$ cat src/rtl/tmr_down_pkg.sv
// Shared definitions for the down-counting timer: FSM state encoding and default width.
package tmr_down_pkg;

  typedef enum logic [1:0] {
    ST_IDLE    = 2'd0,
    ST_RUN     = 2'd1,
    ST_HOLD    = 2'd2,
    ST_EXPIRED = 2'd3
  } state_t;

  localparam int DEFAULT_WIDTH = 8;

endpackage

$ cat src/rtl/tmr_prescaler.sv
// Divides the clock into one-cycle decrement ticks, one every PRESCALE enabled clocks.
// Holding en low freezes the phase; clr restarts it from zero.
module tmr_prescaler #(
  parameter int PRESCALE = 1
) (
  input  logic clk,
  input  logic reset,
  input  logic clr,
  input  logic en,
  output logic tick
);

  localparam int PW = (PRESCALE > 1) ? $clog2(PRESCALE) : 1;
  localparam logic [PW-1:0] LAST = PW'(PRESCALE - 1);

  logic [PW-1:0] cnt;

  assign tick = en && (cnt == LAST);

  always_ff @(posedge clk or negedge reset) begin
    if (!reset) begin
      cnt <= '0;
    end else if (clr) begin
      cnt <= '0;
    end else if (en) begin
      cnt <= tick ? '0 : cnt + 1'b1;
    end
  end

endmodule

$ cat src/rtl/tmr_down.sv
// Loadable down-counting timer with pause, abort and optional auto-reload.
// Commands resolve stop > start > pause; all outputs are registered.
module tmr_down
  import tmr_down_pkg::*;
#(
  parameter int WIDTH    = DEFAULT_WIDTH,
  parameter int PRESCALE = 1
) (
  input  logic             clk,
  input  logic             reset,
  input  logic [WIDTH-1:0] load_val,
  input  logic             start,
  input  logic             stop,
  input  logic             pause,
  input  logic             reload_en,
  output logic [WIDTH-1:0] count,
  output logic             busy,
  output logic             done,
  output logic             expired
);

  state_t           state;
  logic [WIDTH-1:0] reload_val;
  logic             tick;
  logic             pre_clr;
  logic             pre_en;

  // The pausing edge itself must not advance the phase, hence !pause here.
  assign pre_clr = stop | start;
  assign pre_en  = (state == ST_RUN) && !pause;

  tmr_prescaler #(
    .PRESCALE (PRESCALE)
  ) u_prescaler (
    .clk   (clk),
    .reset (reset),
    .clr   (pre_clr),
    .en    (pre_en),
    .tick  (tick)
  );

  always_ff @(posedge clk or negedge reset) begin
    if (!reset) begin
      state      <= ST_IDLE;
      count      <= '0;
      reload_val <= '0;
      busy       <= 1'b0;
      done       <= 1'b0;
      expired    <= 1'b0;
    end else begin
      done <= 1'b0;
      if (stop) begin
        state   <= ST_IDLE;
        count   <= '0;
        busy    <= 1'b0;
        expired <= 1'b0;
      end else if (start) begin
        reload_val <= load_val;
        if (load_val == '0) begin
          // A zero load expires immediately and never reloads.
          state   <= ST_EXPIRED;
          count   <= '0;
          done    <= 1'b1;
          busy    <= 1'b0;
          expired <= 1'b1;
        end else begin
          state   <= ST_RUN;
          count   <= load_val;
          busy    <= 1'b1;
          expired <= 1'b0;
        end
      end else begin
        case (state)
          ST_RUN: begin
            if (pause) begin
              state <= ST_HOLD;
            end else if (tick) begin
              if (count > WIDTH'(1)) begin
                count <= count - 1'b1;
              end else if (reload_en) begin
                count <= reload_val;
                done  <= 1'b1;
              end else begin
                state   <= ST_EXPIRED;
                count   <= '0;
                done    <= 1'b1;
                busy    <= 1'b0;
                expired <= 1'b1;
              end
            end
          end
          ST_HOLD: begin
            if (!pause) begin
              state <= ST_RUN;
            end
          end
          default: begin
          end
        endcase
      end
    end
  end

endmodule
$ cat config.mk
export PLATFORM = sky130hd
export DESIGN_NAME = tmr_down
export DESIGN_NICKNAME = d
export VERILOG_FILES = /design/src/rtl/tmr_down_pkg.sv /design/src/rtl/tmr_prescaler.sv /design/src/rtl/tmr_down.sv
export SDC_FILE = /design/constraint.sdc
export NUM_CORES = 1
export LEC_CHECK = 0
export CAP_MARGIN = 20
export CORE_ASPECT_RATIO = 2
export CORE_MARGIN = 4
export CORE_UTILIZATION = 40
export DETAILED_ROUTE_END_ITERATION = 8
export HOLD_SLACK_MARGIN = 0.03
export PLACE_DENSITY = 0.63
export SYNTH_ARGS = -nofsm -noshare
export SYNTH_HDL_FRONTEND = slang
export SYNTH_SLANG_ARGS = --single-unit
$ cat constraint.sdc
create_clock -name clk -period 2.8 [get_ports clk]
set_input_delay 0.56 -clock clk [delete_from_list [all_inputs] [get_ports clk]]
set_output_delay 0.56 -clock clk [all_outputs]
set_load 0.005 [all_outputs]
; Word level (Yosys, flattened, before mapping)
; Index checks and enable logic that the tools add are counted.
[totals]
ff_bits = 22
latchBits = 0
ram_bits = 0
romBits = 0
memories = 0
[classes]
n_addsub = 2
n_mul = 0
div_mod_pow = 0
n_lt_le_gt_ge = 1
eq_ne = 9
shift = 0
mux = 42
bitwise_logic = 3
reduce_logical = 12
[op_table]
columns = cell, n
row1 = two-way mux 8 bit, 8
row2 = two-way mux 1 bit, 25
row3 = two-way mux 2 bit, 8
row4 = "!= test 5 bit, second input constant", 2
row5 = AND reduction 5 bit, 2
row6 = "!= test 3 bit, second input constant", 3
row7 = "> comparator 8 x 1 -> 1 bit, second input constant", 1
row8 = zero test 8 bit, 1
row9 = "subtractor 8 x 1 -> 8 bit, second input constant", 1
row10 = nonzero test 3 bit, 2
row11 = "!= test 5 x 4 -> 1 bit, second input constant", 1
row12 = "!= test 4 bit, second input constant", 1
row13 = one-hot mux 2 bit (2 select lines), 1
row14 = nonzero test 4 bit, 1
row15 = AND reduction 3 bit, 1
row16 = "== test 2 x 1 -> 1 bit, second input constant", 1
row17 = "== test 2 bit, second input constant", 1
row18 = logical AND 1 bit, 2
row19 = NOT 1 bit, 2
row20 = AND reduction 2 bit, 1
row21 = nonzero test 2 bit, 1
row22 = "adder 1 bit, second input constant", 1
row23 = zero test 1 bit, 1
row24 = bitwise OR 1 bit, 1

; Logic depth before layout (Yosys ltp)
[logic_depth]
ltp_word = 8
mapped_depth = 8
mapped_depth_nobuf = 6

; Hierarchy
; A second synthesis with hierarchy kept.
[hier_totals]
cells_unflattened = 164
area_unflattened_um2 = 1427.6
[by_module_without_submodules]
columns = mod, instances, cells_each, area_each_um2, seq_area_each_um2
row1 = tmr_down, 1, 161, 1381.3, 525.5
row2 = tmr_prescaler, 1, 3, 46.3, 25.0

; Worst setup path before layout
; No wires, ideal clock.
[synth_timing]
kind = register -> register
start = reg count[0]
end = reg state[0]
setup_time_ps = 127
arrival_ps = 1971
path_slack_ps = 701
path_stages_with_launch = 9
path_buffers = 2
period_less_slack_ps = 2099
cell_sequence = dfrtp_1 -> inv_1 -> ha_1 -> or2_0 -> buf_2 -> and3_1 -> buf_6 -> a221o_1 -> mux2_1
[synth_via]
elab_chain_len = 3
[synth_rtl]
columns = element, line
row1 = from (decl), tmr_down.sv:16  ; output logic [WIDTH-1:0] count,
row2 = from (signal assigned), tmr_down.sv:68  ; count <= load_val;
row3 = from (signal assigned), tmr_down.sv:79  ; count <= count - 1'b1;
row4 = from (signal assigned), tmr_down.sv:81  ; count <= reload_val;
row5 = > comparator 8 x 1 -> 1 bit, tmr_down.sv:78  ; if (count > WIDTH'(1)) begin
row6 = != test 5 bit (no line), --
row7 = AND reduction 5 bit (no line), --
row8 = to (signal assigned), tmr_down.sv:76  ; state <= ST_HOLD;
row9 = to (signal assigned), tmr_down.sv:84  ; state <= ST_EXPIRED;
row10 = to (signal assigned), tmr_down.sv:94  ; state <= ST_RUN;
row11 = to (decl), tmr_down.sv:22  ; state_t state;
; No other way between the ends.
; A chain may end at the register's enable or synchronous reset.

; Worst setup path in the final report
; Ends and elaborated chain as after synthesis.

==> impl_metrics.yaml <==
setup_path:
  r2r_slack_ns: 0.53
  crit_fanout: 7
  reg2reg_from: "count[0]$_DFFE_PN0P_"
  r2r_cells: 6
  startpoint_type: "register"
  endpoint: "state[0]$_DFFE_PN0P_"
  reg2reg_to: "state[0]$_DFFE_PN0P_"
  cp-startpoint: "count[0]$_DFFE_PN0P_"
  path_class: "reg -> reg"
  end_kind: "register"
  required_ns: 2.94
  worstPathArrival_ns: 2.42
drt:
  routed_wl_um: 3626
  viasPerCell: 5.907
  wl_per_cell_um: 17.77
  first_iter_violations: 53
  via_count: 1205
  final_antenna_net_count: 0
  drc_errors: 0
  drt_pass1_iterations: 4
yosys:
  syn-num-nets: 167
  synth.most_common_cell: "nand2_1"
  yosys.area.top_type: "dfrtp_1"
  ys_warn_count: 0
  synth_edf_count: 0
  netlist_instances: 149
  ys.flop_type: "dfrtp_1"
  synth_common_cells: "31 x nand2_1, 22 x dfrtp_1, 10 x nor2_1"
  avgSynthCellArea_um2: 8.842
  ys_seq_area_frac: 0.4179
  async_flop_share: 1.000
  synth_top_area_share: 0.4179
  ys_types: 45
  ys_ff_latch: 22
  netlist_area_um2: 1318
  ys_top_cells_by_area: "dfrtp_1 42%, nand2_1 8.8%, ha_1 3.8%"
clock_tree:
  ctsResizeCount: 0
  path_clk_slew_ns: 0.08
  cts_hold_buf: 0
  cts_buffer_depth: 2
  clock_sinks: 22
  numCtsBuffers: 3
  clkLatencyLatePin_ns: 0.26
  cts_tree: "yes"
  cts-htree-levels: 1
  root_buffer: "clkbuf_8"
  post_cts_buffers: 0
cells_and_area:
  fin_util: 0.5200
  final_cells: 204
  nNetsFinal: 192
  syn2layout_area_growth_pct: 24.60
  drive_gt1_frac: 0.06358
  diodes: 0
die:
  fp.dieArea_um2: 4331
  core_um2: 3157
  die_x_um: 48.58
  die_height_um: 89.16
  io_pins: 25
  start_util: 0.4174
  placementRows: 29
power:
  power_density_nw_per_um2: 532.6
  p_leak_nw: 0.7108
  vdd_ir_drop_max_mv: 0.2940
  power.total_uw: 874.4
global_routing:
  use_met3: 0.02337
  grt_pass1_vias: 1225
  grt.overflow.total: 0
  grt_use_met1: 0.1969
  grt_max_degree: 23
  grt_util_met2: 0.3202
  grt_pass1_wl_um: 6106
  antenna_found_initial: 0
  grt_busiest_layer: "met2"
  grt_usage: 0.1764
placement:
  place_hpwl_um: 2819
  gp_congestion: 0.9562
  dp_slack_ns: 0.4545
  io_buffers: 24
  dp_cells: 200
sta:
  slew_violations: 0
  setup_violations: 0
  fmax_ghz: 0.4396
  grt_setup_unrepaired: "no"
  worst_slack_ns: 0.5252
  fin_crit_ns: 2.275
  clock_skew_ns: 0.002982
  hold_violations: 0
  fin_crit_sh: 0.8124
  worstMarginPinSlew_ns: 0.5618
  relSlewSlack: 0.6241
  tns_ns: 0
outcome:
  outcome: "finished clean"
flow_run:
  maxCapViolations: 0
min_path:
  hp-class: "reg -> reg"
-- registers in the layout, summed over array words and instances, names as in the netlist --
register and flops:
count 8, reload_val 8, u_prescaler.cnt 1, done 1, busy 1, expired 1, state 2
-- per-layer routing --
layer,wire length [um],vias up
met2,1950,53
li1,-,581
met3,181,10
met4,111,0
met5,0,-
met1,1383,561
-- worst min-delay path by stage --
stage	to	slack, ns	from	depth (start not counted)
floorplan	busy$_DFFE_PN0P_	0.26	reset	0
global placement	reload_val[3]$_DFFE_PN0P_	0.46	reload_val[3]$_DFFE_PN0P_	2
detailed placement	reload_val[5]$_DFFE_PN0P_	0.47	reload_val[5]$_DFFE_PN0P_	2
CTS	reload_val[5]$_DFFE_PN0P_	0.49	reload_val[5]$_DFFE_PN0P_	2
global route	reload_val[5]$_DFFE_PN0P_	0.51	reload_val[5]$_DFFE_PN0P_	2
finish	reload_val[3]$_DFFE_PN0P_	0.48	reload_val[3]$_DFFE_PN0P_	2
-- critical path, stage by stage, from the launching register on --
cell	delay (ns)
dfrtp_1	0.46
inv_1	0.07
ha_1	0.24
or2_0	0.33
and3_1	0.33
a221o_1	0.40
mux2_1	0.33
-- cell type report --
type                            instances  area (um2)
Clock buffer                            4       55.05
Tap cell                               31       38.79
Fill cell                             306        1515
Sequential cell                        22       550.5
Inverter                                4       15.01
Timing Repair Buffer                   28       270.3
Multi-Input combinational cell        115       711.9
-- cells in the final DEF (no fill, tap or decap), drive strengths merged, types with 2 or more instances in the layout --
cell type,n
nand2,31
clkdlybuf4s50,24
dfrtp,22
nor2,10
a21oi,7
o21ai,5
inv,4
nor3b,4
a31oi,4
ha,4
clkbuf,4
buf,4
nor4,4
nor2b,3
nand2b,3
a21boi,3
nor3,3
and3,2
a221oi,2
and2,2
mux2,2
xor2,2
a211oi,2
a32o,2
or2,2
-- power breakdown --
part | leakage (nW) | internal [mW] | switching [mW]
clock network | 0.0288 | 0.125 | 0.0980
logic | 0.400 | 0.128 | 0.130
registers | 0.282 | 0.351 | 0.0416
-- stage by stage --
stage	hold slack (ns)	cell area, um2
3_3_place_gp	0.4595	1587
5_1_grt	0.5073	1642
3_5_place_dp	0.4680	1587
4_1_cts	0.4882	1642
6_report	0.4841	1642
2_1_floorplan	0.2644	1318
-- logic make-up after synthesis --
logic type | Yosys count | synth area share
flops | 22 | 0.4179
simple gates | 68 | 0.2583
mux | 3 | 0.02469
fa+ha+maj | 4 | 0.03799
buf+inv | 12 | 0.04178
compound gates | 38 | 0.2061
xor+xnor | 2 | 0.01330
(Power assumes the default switching activity.)
